--- src/rtl/pdp8_iot_pkg.sv ---
// Shared PDP-8 IOT definitions: operation codes for console-style keyboard and
// printer devices, plus the device-code map used by the multi-channel controller.
package pdp8_iot_pkg;

  localparam logic [2:0] KCF = 3'd0;
  localparam logic [2:0] KSF = 3'd1;
  localparam logic [2:0] KCC = 3'd2;
  localparam logic [2:0] KRS = 3'd4;
  localparam logic [2:0] KIE = 3'd5;
  localparam logic [2:0] KRB = 3'd6;

  localparam logic [2:0] SPF = 3'd0;
  localparam logic [2:0] TSF = 3'd1;
  localparam logic [2:0] TCF = 3'd2;
  localparam logic [2:0] TPC = 3'd4;
  localparam logic [2:0] SPI = 3'd5;
  localparam logic [2:0] TLS = 3'd6;

  // Channel 0 keeps the classic codes; later channels pair up from alt_base.
  function automatic logic [5:0] dev_code(input int unsigned n, input logic prn,
                                          input logic [5:0] kbd0, input logic [5:0] prn0,
                                          input logic [5:0] alt_base);
    logic [5:0] code;
    if (n == 0) begin
      code = prn ? prn0 : kbd0;
    end else begin
      code = alt_base + 6'(2 * (n - 1)) + {5'd0, prn};
    end
    return code;
  endfunction

endpackage

--- src/rtl/kl8_multi_if.sv ---
// CPU IOT bus plus per-channel RX/TX byte streams of the multi-channel console controller.
interface kl8_multi_if #(parameter int NCH = 4);
  logic             IOT_STB;
  logic [8:0]       IR;
  logic [11:0]      AC;
  logic             IOT_DONE;
  logic             SKIP;
  logic             AC_CLR;
  logic [11:0]      AC_OR;
  logic             IRQ;
  logic [8*NCH-1:0] RX_DATA;
  logic [NCH-1:0]   RX_VALID;
  logic [NCH-1:0]   RX_READY;
  logic [8*NCH-1:0] TX_DATA;
  logic [NCH-1:0]   TX_VALID;
  logic [NCH-1:0]   TX_READY;

  modport master (
    output IOT_STB, IR, AC, RX_DATA, RX_VALID, TX_READY,
    input  IOT_DONE, SKIP, AC_CLR, AC_OR, IRQ, RX_READY, TX_DATA, TX_VALID
  );

  modport slave (
    input  IOT_STB, IR, AC, RX_DATA, RX_VALID, TX_READY,
    output IOT_DONE, SKIP, AC_CLR, AC_OR, IRQ, RX_READY, TX_DATA, TX_VALID
  );
endinterface

--- src/rtl/kl8_rx_fifo.sv ---
// Per-channel keyboard receive FIFO; pushes while full and pops while empty are ignored.
module kl8_rx_fifo #(
  parameter int DEPTH = 8
) (
  input  logic       clk_i,
  input  logic       rst_ni,
  input  logic       push_i,
  input  logic       pop_i,
  input  logic [7:0] data_i,
  output logic       full_o,
  output logic       empty_o,
  output logic [7:0] head_o
);
  localparam int AW = $clog2(DEPTH);

  logic [7:0]    mem_q [DEPTH];
  logic [AW-1:0] wr_q, rd_q;
  logic [AW:0]   cnt_q;
  logic          push_s, pop_s;

  assign full_o  = (cnt_q == (AW+1)'(DEPTH));
  assign empty_o = (cnt_q == '0);
  assign push_s  = push_i & ~full_o;
  assign pop_s   = pop_i & ~empty_o;
  assign head_o  = mem_q[rd_q];

  // Storage array; contents are meaningless while the count says empty.
  always_ff @(posedge clk_i) begin
    if (push_s) begin
      mem_q[wr_q] <= data_i;
    end
  end

  // Pointers and occupancy.
  always_ff @(posedge clk_i or negedge rst_ni) begin
    if (!rst_ni) begin
      wr_q  <= '0;
      rd_q  <= '0;
      cnt_q <= '0;
    end else begin
      if (push_s) begin
        wr_q <= wr_q + AW'(1);
      end
      if (pop_s) begin
        rd_q <= rd_q + AW'(1);
      end
      case ({push_s, pop_s})
        2'b10:   cnt_q <= cnt_q + (AW+1)'(1);
        2'b01:   cnt_q <= cnt_q - (AW+1)'(1);
        default: cnt_q <= cnt_q;
      endcase
    end
  end
endmodule

--- src/rtl/kl8_multi.sv ---
// Multi-channel KL8-style console IOT controller: keyboard RX FIFOs, printer TX
// holding registers, registered IOT responses and a merged interrupt request.
module kl8_multi import pdp8_iot_pkg::*; #(
  parameter int         NCH         = 4,
  parameter int         DEPTH       = 8,
  parameter logic [5:0] KBD0        = 6'o03,
  parameter logic [5:0] PRN0        = 6'o04,
  parameter logic [5:0] ALT_BASE    = 6'o40,
  parameter bit         MARK_PARITY = 1'b1
) (
  input  logic         CLK,
  input  logic         RESET,
  kl8_multi_if.slave   bus
);
  logic [NCH-1:0]   empty_s, full_s, pop_s, hit_k_s, hit_p_s;
  logic [7:0]       head_s     [NCH];
  logic [11:0]      head_val_s [NCH];
  logic [NCH-1:0]   pflag_q, pflag_d, ie_q, ie_d, txv_q, txv_d;
  logic [8*NCH-1:0] txd_q, txd_d;
  logic             done_q, done_d, skip_q, skip_d, clr_q, clr_d;
  logic [11:0]      acor_q, acor_d;
  logic [2:0]       op_s;
  logic             unused_s;

  assign op_s     = bus.IR[2:0];
  assign unused_s = ^bus.AC[11:8];

  for (genvar g = 0; g < NCH; g++) begin : g_ch
    assign hit_k_s[g] = bus.IOT_STB & (bus.IR[8:3] == dev_code(g, 1'b0, KBD0, PRN0, ALT_BASE));
    assign hit_p_s[g] = bus.IOT_STB & (bus.IR[8:3] == dev_code(g, 1'b1, KBD0, PRN0, ALT_BASE));
    assign head_val_s[g] = empty_s[g] ? 12'd0 : {4'd0, head_s[g] | {MARK_PARITY, 7'd0}};

    kl8_rx_fifo #(.DEPTH(DEPTH)) u_fifo (
      .clk_i  (CLK),
      .rst_ni (RESET),
      .push_i (bus.RX_VALID[g]),
      .pop_i  (pop_s[g]),
      .data_i (bus.RX_DATA[8*g +: 8]),
      .full_o (full_s[g]),
      .empty_o(empty_s[g]),
      .head_o (head_s[g])
    );
  end

  // Decode the strobed IOT into per-channel side effects and the CPU response.
  always_comb begin
    done_d  = 1'b0;
    skip_d  = 1'b0;
    clr_d   = 1'b0;
    acor_d  = 12'd0;
    pop_s   = '0;
    ie_d    = ie_q;
    pflag_d = pflag_q;
    txv_d   = txv_q & ~bus.TX_READY;
    txd_d   = txd_q;
    for (int n = 0; n < NCH; n++) begin
      if (hit_k_s[n]) begin
        done_d = 1'b1;
        case (op_s)
          KCF:     pop_s[n] = 1'b1;
          KSF:     skip_d = ~empty_s[n];
          KCC:     begin clr_d = 1'b1; pop_s[n] = 1'b1; end
          KRS:     acor_d = head_val_s[n];
          KIE:     ie_d[n] = bus.AC[0];
          KRB:     begin clr_d = 1'b1; acor_d = head_val_s[n]; pop_s[n] = 1'b1; end
          default: done_d = 1'b1;
        endcase
      end else if (hit_p_s[n]) begin
        done_d = 1'b1;
        case (op_s)
          SPF:     pflag_d[n] = 1'b1;
          TSF:     skip_d = pflag_q[n];
          TCF:     pflag_d[n] = 1'b0;
          TPC:     begin txd_d[8*n +: 8] = bus.AC[7:0]; txv_d[n] = 1'b1; end
          SPI:     skip_d = ie_q[n] & (~empty_s[n] | pflag_q[n]);
          TLS:     begin pflag_d[n] = 1'b0; txd_d[8*n +: 8] = bus.AC[7:0]; txv_d[n] = 1'b1; end
          default: done_d = 1'b1;
        endcase
      end else begin
        pop_s[n] = 1'b0;
      end
      // A completed transmit sets the flag even against a same-cycle clear.
      pflag_d[n] = pflag_d[n] | (txv_q[n] & bus.TX_READY[n]);
    end
  end

  // Response and channel state registers.
  always_ff @(posedge CLK or negedge RESET) begin
    if (!RESET) begin
      done_q  <= 1'b0;
      skip_q  <= 1'b0;
      clr_q   <= 1'b0;
      acor_q  <= 12'd0;
      pflag_q <= '0;
      ie_q    <= '1;
      txv_q   <= '0;
      txd_q   <= '0;
    end else begin
      done_q  <= done_d;
      skip_q  <= skip_d;
      clr_q   <= clr_d;
      acor_q  <= acor_d;
      pflag_q <= pflag_d;
      ie_q    <= ie_d;
      txv_q   <= txv_d;
      txd_q   <= txd_d;
    end
  end

  assign bus.IOT_DONE = done_q;
  assign bus.SKIP     = skip_q;
  assign bus.AC_CLR   = clr_q;
  assign bus.AC_OR    = acor_q;
  assign bus.TX_VALID = txv_q;
  assign bus.TX_DATA  = txd_q;
  assign bus.RX_READY = ~full_s;
  assign bus.IRQ      = |(ie_q & (~empty_s | pflag_q));
endmodule

--- src/flat_wrapper.sv ---
// flat-port wrapper written by rule: the top's interface ports become plain ports
module kl8_multi_flat import pdp8_iot_pkg::*;
#(
  parameter int         NCH         = 4,
  parameter int         DEPTH       = 8,
  parameter logic [5:0] KBD0        = 6'o03,
  parameter logic [5:0] PRN0        = 6'o04,
  parameter logic [5:0] ALT_BASE    = 6'o40,
  parameter bit         MARK_PARITY = 1'b1
)
  (CLK, RESET, bus_IOT_STB, bus_IR, bus_AC, bus_RX_DATA, bus_RX_VALID, bus_TX_READY, bus_IOT_DONE, bus_SKIP, bus_AC_CLR, bus_AC_OR, bus_IRQ, bus_RX_READY, bus_TX_DATA, bus_TX_VALID);
  kl8_multi_if #(.NCH(NCH)) bus_i ();
  input  logic CLK;
  input  logic RESET;
  input wire logic [$bits(bus_i.IOT_STB)-1:0] bus_IOT_STB;
  input wire logic [$bits(bus_i.IR)-1:0] bus_IR;
  input wire logic [$bits(bus_i.AC)-1:0] bus_AC;
  input wire logic [$bits(bus_i.RX_DATA)-1:0] bus_RX_DATA;
  input wire logic [$bits(bus_i.RX_VALID)-1:0] bus_RX_VALID;
  input wire logic [$bits(bus_i.TX_READY)-1:0] bus_TX_READY;
  output wire logic [$bits(bus_i.IOT_DONE)-1:0] bus_IOT_DONE;
  output wire logic [$bits(bus_i.SKIP)-1:0] bus_SKIP;
  output wire logic [$bits(bus_i.AC_CLR)-1:0] bus_AC_CLR;
  output wire logic [$bits(bus_i.AC_OR)-1:0] bus_AC_OR;
  output wire logic [$bits(bus_i.IRQ)-1:0] bus_IRQ;
  output wire logic [$bits(bus_i.RX_READY)-1:0] bus_RX_READY;
  output wire logic [$bits(bus_i.TX_DATA)-1:0] bus_TX_DATA;
  output wire logic [$bits(bus_i.TX_VALID)-1:0] bus_TX_VALID;
  assign bus_i.IOT_STB = bus_IOT_STB;
  assign bus_i.IR = bus_IR;
  assign bus_i.AC = bus_AC;
  assign bus_i.RX_DATA = bus_RX_DATA;
  assign bus_i.RX_VALID = bus_RX_VALID;
  assign bus_i.TX_READY = bus_TX_READY;
  assign bus_IOT_DONE = bus_i.IOT_DONE;
  assign bus_SKIP = bus_i.SKIP;
  assign bus_AC_CLR = bus_i.AC_CLR;
  assign bus_AC_OR = bus_i.AC_OR;
  assign bus_IRQ = bus_i.IRQ;
  assign bus_RX_READY = bus_i.RX_READY;
  assign bus_TX_DATA = bus_i.TX_DATA;
  assign bus_TX_VALID = bus_i.TX_VALID;
  kl8_multi #(.NCH(NCH), .DEPTH(DEPTH), .KBD0(KBD0), .PRN0(PRN0), .ALT_BASE(ALT_BASE), .MARK_PARITY(MARK_PARITY)) u_core (.CLK(CLK), .RESET(RESET), .bus(bus_i));
endmodule
--- config.mk ---
export PLATFORM = sky130hd
export DESIGN_NAME = kl8_multi_flat
export DESIGN_NICKNAME = d
export VERILOG_FILES = /design/src/rtl/pdp8_iot_pkg.sv /design/src/rtl/kl8_multi_if.sv /design/src/rtl/kl8_rx_fifo.sv /design/src/rtl/kl8_multi.sv /design/src/flat_wrapper.sv
export SDC_FILE = /design/constraint.sdc
export NUM_CORES = 1
export LEC_CHECK = 0
export CORE_MARGIN = 5
export CORE_UTILIZATION = 50
export DETAILED_ROUTE_END_ITERATION = 16
export PLACE_DENSITY = 0.8
export SLEW_MARGIN = 20
export SYNTH_ARGS = -nofsm -noshare
export SYNTH_HDL_FRONTEND = slang
export SYNTH_SLANG_ARGS = --single-unit
--- constraint.sdc ---
create_clock -name CLK -period 3.4 [get_ports CLK]
set_input_delay 0.34 -clock CLK [delete_from_list [all_inputs] [get_ports CLK]]
set_output_delay 0.34 -clock CLK [all_outputs]
set_load 0.02 [all_outputs]
# Yosys cells after proc, flatten, opt, wreduce, memory -nomap -nowiden
# Memory sizes are Yosys's and may differ from the RTL's.
# Cells that the tools add are included.
dict set report word_totals {
  register_bits 99
  latchBits 0
  ram_bits 256
  mem_bits_ro 0
  in_bits 64
  word_cells 227
  n_memories 4
}
dict set report op_classes {
  addsub 16
  n_mul 0
  div 0
  n_lt_le_gt_ge 0
  n_eq_ne 25
  shifts 0
  n_mux 85
  bitwise_logic 50
  reduce_logical 21
}
# name words word_bits read_ports rd_clocked_by_memory_dff wr line_no
set memory_table {}
lappend memory_table {{u_core.g_ch[0].u_fifo.mem_q} 8 8 1 0 1 kl8_rx_fifo.sv:16} ;# logic [7:0] mem_q [DEPTH];
lappend memory_table {{u_core.g_ch[1].u_fifo.mem_q} 8 8 1 0 1 kl8_rx_fifo.sv:16}
lappend memory_table {{u_core.g_ch[2].u_fifo.mem_q} 8 8 1 0 1 kl8_rx_fifo.sv:16}
lappend memory_table {{u_core.g_ch[3].u_fifo.mem_q} 8 8 1 0 1 kl8_rx_fifo.sv:16}
# operator count
set ops {}
lappend ops {{12-bit 2-to-1 mux} 8}
lappend ops {{1-bit 2-to-1 mux} 61}
lappend ops {{6-bit == test (second input constant)} 6}
lappend ops {{8-bit 2-to-1 mux} 4}
lappend ops {{4-bit case mux with 2 select lines} 4}
lappend ops {{3-bit by 1-bit adder with 3-bit output (second input constant)} 8}
lappend ops {{1-bit AND} 24}
lappend ops {{4-bit by 1-bit adder with 4-bit output (second input constant)} 4}
lappend ops {{4-bit == test (second input constant)} 4}
lappend ops {{4-bit logical NOT} 4}
lappend ops {{1-bit case mux with 2 select lines} 8}
lappend ops {{4-bit by 1-bit subtractor with 4-bit output (second input constant)} 4}
lappend ops {{1-bit NOT} 12}
lappend ops {{4-bit NOT} 3}
lappend ops {{3-bit AND reduction} 4}
lappend ops {{3-bit == test (second input constant)} 3}
lappend ops {{4-bit AND} 2}
lappend ops {{2-bit by 1-bit == test with 1-bit output (second input constant)} 4}
lappend ops {{2-bit == test (second input constant)} 4}
lappend ops {{1-bit bitwise OR} 8}
lappend ops {{2-bit AND reduction} 4}
lappend ops {{2-bit nonzero test} 4}
lappend ops {{6-bit by 2-bit == test with 1-bit output (second input constant)} 1}
lappend ops {{6-bit by 3-bit == test with 1-bit output (second input constant)} 1}
lappend ops {{7 further kinds} 8}

# Logic depth before layout (Yosys ltp)
# Gate-level depths: netlist (run 1).
dict set report logic_depth {
  depth_word 16
  mapped_depth 13
  ltp_nobuf 10
}

# By module
# Synthesis (run 1) repeated with hierarchy kept, for this count alone.
dict set report hier_totals {
  hier_cells 872
  hier_area_um2 15133.3
}
# module instances cells_per_inst area_per_inst_um2 seq_area_each_um2
set modules_own_cells {}
lappend modules_own_cells {{kl8_rx_fifo at u_core.g_ch[1].u_fifo ...} 2 160 3134.3 2172.1}
lappend modules_own_cells {{kl8_rx_fifo at u_core.g_ch[0].u_fifo} 1 162 3136.8 2172.1}
lappend modules_own_cells {{kl8_rx_fifo at u_core.g_ch[3].u_fifo} 1 160 3124.2 2172.1}
lappend modules_own_cells {kl8_multi 1 230 2603.7 1381.3}

# Least setup slack after synthesis (run 1)
# No wires, ideal clock.
dict set report synth_timing {
  path_type {input-to-reg}
  from {in bus_IR[7]}
  to {reg u_core.g_ch[0].u_fifo.cnt_q[3]}
  setup_time_ns 0.125
  arrival_time_ns 2.598
  required_ns 3.275
  path_slack_ns 0.677
  cell_stages 10
  cell_sequence {or3b_4 > or4_4 > nor3_4 > ha_1 > ha_1 > a21o_1 > a21oi_1 > xnor2_1 > nor2_1 > xor2_1}
}
dict set report synth_via {
  elab_chain_cells 6
  elab_cells_between_ends 8
  classes_between {eq/ne (3); mux (2); bitwise (2); reduce/logical (1)}
}
# item line_no
set synth_lines {}
lappend synth_lines {{start: declaration} flat_wrapper.sv:16} ;# input wire logic [$bits(bus_i.IR)-1:0] bus_IR;
lappend synth_lines {{6-bit by 2-bit == test with 1-bit output (*)} kl8_multi.sv:29} ;# assign hit_k_s[g] = bus.IOT_STB & (bus.IR[8:3] == dev_code(g, 1'b0, KBD0, PRN0, ALT_BASE));
lappend synth_lines {{1-bit AND (*)} kl8_multi.sv:29}
lappend synth_lines {{1-bit 2-to-1 mux (*)} kl8_multi.sv:57} ;# if (hit_k_s[n]) begin
lappend synth_lines {{1-bit AND (*)} kl8_rx_fifo.sv:24} ;# assign pop_s = pop_i & ~empty_o;
lappend synth_lines {{via u_core.g_ch[0].u_fifo.pop_s} kl8_rx_fifo.sv:19} ;# logic push_s, pop_s;
lappend synth_lines {{2-bit by 1-bit == test with 1-bit output / 2-bit == test (equally long branches)} kl8_rx_fifo.sv:47} ;# case ({push_s, pop_s})
lappend synth_lines {{4-bit case mux with 2 select lines / 2-bit nonzero test (equally long branches)} --}
lappend synth_lines {{end signal: assignment} kl8_rx_fifo.sv:48} ;# 2'b10: cnt_q <= cnt_q + (AW+1)'(1);
lappend synth_lines {{end signal: assignment} kl8_rx_fifo.sv:49} ;# 2'b01: cnt_q <= cnt_q - (AW+1)'(1);
lappend synth_lines {{end signal: assignment} kl8_rx_fifo.sv:50} ;# default: cnt_q <= cnt_q;
lappend synth_lines {{end: declaration} kl8_rx_fifo.sv:18} ;# logic [AW:0] cnt_q;
# Mark *: on every way through the listed nets, which the timed path passes. The rest lies on a longest branch.
# A chain may end at the register's enable or synchronous reset.

# Final worst setup path (run 1)
dict set report layout_timing {
  from {reg u_core.g_ch[2].u_fifo.cnt_q[0]}
  to {out bus_IRQ}
}
dict set report layout_via {
  elab_chain_cells 5
}
# item line_no
set layout_lines {}
lappend layout_lines {{start: declaration} kl8_rx_fifo.sv:18}
lappend layout_lines {{start signal: assignment} kl8_rx_fifo.sv:48}
lappend layout_lines {{start signal: assignment} kl8_rx_fifo.sv:49}
lappend layout_lines {{start signal: assignment} kl8_rx_fifo.sv:50}
lappend layout_lines {{4-bit logical NOT} kl8_rx_fifo.sv:22} ;# assign empty_o = (cnt_q == '0);
lappend layout_lines {{4-bit NOT} kl8_multi.sv:117} ;# assign bus.IRQ = |(ie_q & (~empty_s | pflag_q));
lappend layout_lines {{4-bit bitwise OR} kl8_multi.sv:117}
lappend layout_lines {{4-bit AND} kl8_multi.sv:117}
lappend layout_lines {{4-bit OR reduction} kl8_multi.sv:117}
lappend layout_lines {{end: declaration} flat_wrapper.sv:25} ;# output wire logic [$bits(bus_i.IRQ)-1:0] bus_IRQ;
# Every way passes these cells.

==> impl_metrics.env, run 1 <==
export IMPL_outcome="completed"
export IMPL_dr_pass1_iters=6
export IMPL_critPathMaxFanout=5
export IMPL_fillerInstances=1847
export IMPL_synth_main_ff_cell="edfxtp_1"
export IMPL_clock_latency_ns=0.51
export IMPL_drv_slew=0
export IMPL_cpPeakStageDelay_ns=0.63
export IMPL_vdd_ir_drop_max_mv=0.468
export IMPL_hold_path_class="input port to async pin"
export IMPL_power_leakage_nw=5.77
export IMPL_mostFrequentLayoutCells="224 x edfxtp_1, 106 x clkdlybuf4s50_1, 91 x dfrtp_1"
export IMPL_grt_pass1_vias=7494
export IMPL_dpl_hpwl_mm=18.9
export IMPL_internal_power_mw=7.67
export IMPL_grt_max_degree=52
export IMPL_synth_edf_count=224
export IMPL_place_congestion=0.867
export IMPL_initial_core_util_pct=50.7
export IMPL_synth_area_um2=13200
export IMPL_portBuffers=107
export IMPL_clock_path_buffers=3
export IMPL_die_width_um=172
export IMPL_clkTransAtPathRegs_ns=0.06
export IMPL_min_period_over_period_pct=86.3
export IMPL_worst_pin_slew_ns=0.894
export IMPL_drc=0
export IMPL_max_cap_viol_count=0
export IMPL_clock_skew_ns=0.0242
export IMPL_cts_made_buffers=34
export IMPL_power_switching_mw=2.70
export IMPL_die_area_um2=29700
export IMPL_avgSynthCellArea_um2=17.2
export IMPL_rows=59
export IMPL_critPathKind="register to output pin"
export IMPL_stdcell_count=1273
export IMPL_setup_violations_final=0
export IMPL_fmax_mhz=341
export IMPL_vias=7246
export IMPL_tritoncts="yes"
export IMPL_relSlewSlack_pct=40.4
export IMPL_crit_buf_inv=1
export IMPL_io_pins=120
export IMPL_ant_nets=0
export IMPL_rsz0062_at_grt="false"
export IMPL_grt_ovfl_total=0
export IMPL_via_per_inst=5.69
export IMPL_cts_sink_count=319
export IMPL_synthToLayoutAreaGrowth_pct=20.5
export IMPL_setup_tns_ns=0
export IMPL_synthCells=766
export IMPL_synthDistinctLibCells=53
export IMPL_grt_antenna_before_repair=0
export IMPL_num_nets_final=1000
export IMPL_power_density_nw_per_um2=653
export IMPL_antennaDiodeCount=0
export IMPL_crit_slowest_cell="or4_1"
export IMPL_routed_wl_mm=27.5
export IMPL_post_route_util_pct=61.1
export IMPL_grt_pass1_wl_mm=42.6
export IMPL_wl_per_cell_um=21.6
export IMPL_drive_above_1_share_pct=22.2
export IMPL_critical_path_top_delay_family="simple AND/OR/NAND/NOR gates"
export IMPL_required_ns=3.06
export IMPL_combPwrFrac_pct=15.2
export IMPL_synth_area_leader_cell="edfxtp_1"
export IMPL_die_y_um=172
export IMPL_path_cells="or4_1 > o21ai_0 > nand4_1 > clkdlybuf4s50_1"
export IMPL_endpoint_kind="output pin"
export IMPL_yosysWarnings=0
export IMPL_p_sw_share_pct=26.1
export IMPL_grt_usage_pct=18.8
export IMPL_p_clk_share_pct=34.9
export IMPL_hold_viol=0
export IMPL_ys_top_cells_by_area="edfxtp_1 51%, dfrtp_1 17%, mux4_2 9.6%, mux2_2 5.3%, ha_1 1.9%"
export IMPL_cts_max_level=2
export IMPL_finalCriticalPeriod_ns=2.94
export IMPL_core_um2=26000
export IMPL_final_common_cell="edfxtp_1"
export IMPL_async_flop_share_pct=29.8
export IMPL_ys_seq_elements=319
export IMPL_dp_cells=1210
export IMPL_yosys_area_top_type_share_pct=51.1
export IMPL_ys_seq_area_share_pct=69.2
export IMPL_critPathArrivalTime_ns=2.60
export IMPL_crit_path_start_kind="register"
export IMPL_seq_power_share_pct=49.9
export IMPL_first_iter_violations=542
export IMPL_cts_root_buf="clkbuf_16"
-- cells in the mapped netlist, types with 5 or more instances --
library cell  number
edfxtp_1         224
dfrtp_1           91
mux2_2            62
mux4_2            56
nand2_1           43
nor2_1            36
ha_1              20
inv_1             20
nor3_1            18
xnor2_1           17
o21ai_0           15
clkbuf_1          13
nand2b_1          13
nand3_1           13
xor2_1            12
a21oi_1           11
mux2i_1           11
o211ai_1          10
a22oi_1            8
a21o_1             6
buf_2              5
nand4_1            5
-- kinds of logic after synthesis --
family | count (synthesis) | share of synthesized area [%]
compound gates | 62 | 3.11
buf+inv | 47 | 1.51
simple gates | 155 | 6.04
flops | 319 | 69.2
mux | 129 | 15.7
fa+ha+maj | 24 | 2.51
xor+xnor | 29 | 1.93
other cells | 1 | 0.0285
-- layer usage --
metal	global-route usage, %	vias up	routed length [um]
li1	-	3256	-
met1	24.9	3719	10900
met2	32.4	225	14500
met3	3.43	46	1540
met4	5.06	0	622
met5	0	-	0
-- layout make-up --
class                   instances  area (um2)  share of cell area [%]
clock buffers                  44         961                    6.05
repair buffers                134        1270                    8.03
inverters                      20        75.1                   0.473
multi-input cells             403        3870                    24.4
flip-flops and latches        319        9110                    57.4
well taps                     335         419                    2.64
clock inverters                18         160                    1.01
-- final timing paths --
kind / cells after the start / slack (ns) / endpoint / startpoint
setup reg to reg: 9 / 0.63 / u_core.g_ch[3].u_fifo.cnt_q[3]$_DFFE_PN0P_ / u_core.g_ch[3].u_fifo.cnt_q[1]$_DFFE_PN0P_
max in group asynchronous: 3 / 2.14 / u_core.ie_q[3]$_DFFE_PN1P_ / RESET
hold reg to reg: 1 / 0.50 / u_core.g_ch[3].u_fifo.cnt_q[3]$_DFFE_PN0P_ / u_core.g_ch[3].u_fifo.cnt_q[3]$_DFFE_PN0P_
min in group CLK: 2 / 0.45 / u_core.bus.TX_VALID[1]$_DFF_PN0_ / bus_TX_READY[1]
hold / removal: 2 / 0.41 / u_core.g_ch[0].u_fifo.cnt_q[1]$_DFFE_PN0P_ / RESET
setup / recovery: 4 / 0.46 / bus_IRQ / u_core.g_ch[2].u_fifo.cnt_q[0]$_DFFE_PN0P_
-- power groups by stage --
stage / logic, mW / clock network [mW] / registers (mW)
floorplan: 1.04 / 0 / 5.12
global placement: 1.51 / 0 / 5.20
detailed placement: 1.59 / 0 / 5.24
CTS: 1.60 / 3.70 / 5.17
global route: 1.74 / 3.86 / 5.24
finish: 1.57 / 3.62 / 5.18
-- flip-flops by register name, indices dropped and copies added (netlist names) --
signal	count
u_core.g_ch.u_fifo.wr_q	12
u_core.bus.AC_CLR	1
u_core.g_ch.u_fifo.cnt_q	16
u_core.bus.TX_VALID	4
u_core.g_ch.u_fifo.rd_q	12
u_core.bus.IOT_DONE	1
u_core.bus.TX_DATA	32
u_core.pflag_q	4
u_core.bus.AC_OR	8
u_core.ie_q	4
u_core.g_ch.u_fifo.mem_q	224
u_core.bus.SKIP	1
-- timing repair --
item / in CTS / in global routing
gates resized for setup: 0 / 0
hold buffers: 1 / 0
buffers inserted: 0 / 0
endpoints found under the hold margin: 47 / 0
endpoints found under the setup margin: 0 / 0
-- per-stage QoR --
stage / power, mW / hold WS (ns) / area, um2 / worst slack [ns]
after floorplan: 6.16 / 0.0444 / 13200 / 0.677
after global placement: 6.71 / 0.408 / 14700 / 0.137
after detailed placement: 6.83 / 0.412 / 14700 / 0.0997
after CTS: 10.5 / 0.417 / 15900 / 0.467
after global routing: 10.8 / 0.462 / 15900 / 0.361
final: 10.4 / 0.407 / 15900 / 0.464
Power figures use the tool's default switching activity.
==> run 2: changes to the inputs <==
--- a/config.mk
+++ b/config.mk
@@ -8,7 +8,7 @@
 export CORE_MARGIN = 5
 export CORE_UTILIZATION = 50
 export DETAILED_ROUTE_END_ITERATION = 16
-export PLACE_DENSITY = 0.8
+export PLACE_DENSITY_LB_ADDON = 0.3
 export SLEW_MARGIN = 20
 export SYNTH_ARGS = -nofsm -noshare
 export SYNTH_HDL_FRONTEND = slang
==> run 2 against run 1 <==
- total power increased by 0.71%
- worst hold slack got worse by 0.031 ns
- first-iteration DRC count grew 5.2%
- critical endpoint unchanged
- fmax increased by 0.97%
- non-clock buffer count grew 1
- via count is 1.0% lower
- clock-buffer cell count fell by 1
- routed wire length fell by 1.6%
- clock power increased by 3%
- largest cell class unchanged
- global-route usage shrank 0.29 points
==> impl_metrics.env, run 2 (synthesized netlist as in run 1, its figures left out) <==
export IMPL_outcome="completed"
export IMPL_multi_input_area_um2=3870
export IMPL_clkTransAtPathRegs_ns=0.07
export IMPL_grt_pass1_wl_mm=41.8
export IMPL_core_um2=26000
export IMPL_required_ns=3.06
export IMPL_largest_register_ffs=224
export IMPL_cts_made_buffers=34
export IMPL_post_place_ws_ns=0.125
export IMPL_via_per_inst=5.63
export IMPL_hold_viol=0
export IMPL_vias=7173
export IMPL_power_leakage_nw=5.78
export IMPL_final_common_cell="edfxtp_1"
export IMPL_cts_max_level=2
export IMPL_vdd_ir_drop_max_mv=0.536
export IMPL_critPathMaxFanout=5
export IMPL_die_width_um=172
export IMPL_cts_root_buf="clkbuf_16"
export IMPL_grt_ovfl_total=0
export IMPL_die_y_um=172
export IMPL_relSlewSlack_pct=41.3
export IMPL_cts_sink_count=319
export IMPL_mostFrequentLayoutCells="224 x edfxtp_1, 106 x clkdlybuf4s50_1, 91 x dfrtp_1"
export IMPL_clock_skew_ns=0.0105
export IMPL_rsz0062_at_grt="false"
export IMPL_initial_core_util_pct=50.7
export IMPL_max_cap_viol_count=0
export IMPL_tritoncts="yes"
export IMPL_critPathKind="register to output pin"
export IMPL_worst_slack_ns=0.492
export IMPL_antennaDiodeCount=0
export IMPL_clock_path_buffers=3
export IMPL_num_nets_final=1001
export IMPL_synthToLayoutAreaGrowth_pct=20.9
export IMPL_first_iter_violations=570
export IMPL_setup_tns_ns=0
export IMPL_routed_wl_mm=27.0
export IMPL_crit_path_start_kind="register"
export IMPL_fmax_mhz=344
export IMPL_finalCriticalPeriod_ns=2.91
export IMPL_portBuffers=107
export IMPL_worst_pin_slew_ns=0.878
export IMPL_io_pins=120
export IMPL_power_density_nw_per_um2=656
export IMPL_endpoint_kind="output pin"
export IMPL_setup_violations_final=0
export IMPL_cts_resized=0
export IMPL_min_period_over_period_pct=85.5
export IMPL_rows=59
export IMPL_hold_path_class="input port to async pin"
export IMPL_regMostFlops="u_core.g_ch.u_fifo.mem_q"
export IMPL_ant_nets=0
export IMPL_fin_area_um2=15900
export IMPL_grt_pass1_vias=7328
export IMPL_drive_above_1_share_pct=22.5
export IMPL_die_area_um2=29700
export IMPL_place_congestion=0.849
export IMPL_clock_latency_ns=0.51
export IMPL_grt_antenna_before_repair=1
export IMPL_grt_max_degree=55
export IMPL_drc=0
export IMPL_fillerInstances=1899
export IMPL_dpl_hpwl_mm=18.3
export IMPL_wl_per_cell_um=21.2
export IMPL_critPathArrivalTime_ns=2.57
export IMPL_seq_area_um2=9110
export IMPL_dr_pass1_iters=4
export IMPL_placed_cell_area_um2=14800
export IMPL_grt_usage_pct=18.5
export IMPL_drv_slew=0
export IMPL_postCtsSetupRepairBufs=0
-- run 2: path summary, 6_finish.rpt --
check,startpoint,to,slack (ns),depth (start not counted)
min,RESET,u_core.g_ch[0].u_fifo.wr_q[2]$_DFFE_PN0P_,0.38,2
max,u_core.g_ch[2].u_fifo.cnt_q[0]$_DFFE_PN0P_,bus_IRQ,0.49,4
min in group CLK,bus_TX_READY[1],u_core.bus.TX_VALID[1]$_DFF_PN0_,0.43,2
max reg2reg,u_core.g_ch[3].u_fifo.cnt_q[0]$_DFFE_PN0P_,u_core.g_ch[3].u_fifo.cnt_q[3]$_DFFE_PN0P_,0.64,9
max in group asynchronous,RESET,u_core.ie_q[3]$_DFFE_PN1P_,2.28,3
min reg2reg,u_core.g_ch[3].u_fifo.cnt_q[3]$_DFFE_PN0P_,u_core.g_ch[3].u_fifo.cnt_q[3]$_DFFE_PN0P_,0.50,1
-- run 2: per-layer routing --
layer / wire, um / global-route usage, % / part of all wire, % / vias to the layer above
met1: 11300 / 25.2 / 42 / 3670
met5: 13 / 0 / 0.048 / -
met2: 13800 / 31.0 / 51 / 195
met4: 541 / 5.47 / 2.0 / 2
li1: - / - / - / 3264
met3: 1370 / 3.25 / 5.1 / 42
-- run 2: cell type report --
cell class,count,area share [%]
Sequential cell,319,57.2
Timing Repair Buffer,135,8.13
Clock inverter,19,1.19
Multi-Input combinational cell,403,24.3
Tap cell,335,2.63
Inverter,20,0.472
Clock buffer,43,6.02
-- run 2: stage by stage --
stage               total power [mW]  util [%]  std cells  hold WS, ns
floorplan                       6.16         -        769       0.0444
global placement                6.73      56.8       1211        0.371
detailed placement              6.81      56.8       1211        0.367
CTS                             10.5      61.3       1274        0.396
global route                    10.9      61.3       1274        0.420
finish                          10.4      61.3       1274        0.376
-- run 2: what timing repair did --
item / CTS / global route
endpoints found under the hold margin: 38 / 0
setup endpoints to repair: 0 / 0
hold buffers: 1 / 0
-- run 2: critical path, cell delays in order, from the launching register on --
cell             delay (ns)
dfrtp_1                0.43
or4_1                  0.62
o21ai_0                0.23
nand4_1                0.17
clkdlybuf4s50_1        0.60
-- run 2: power by group --
group	internal [mW]	switching [mW]	leakage [nW]
sequential	4.79	0.368	3.27
clock	2.24	1.48	0.549
combinational	0.706	0.854	1.96
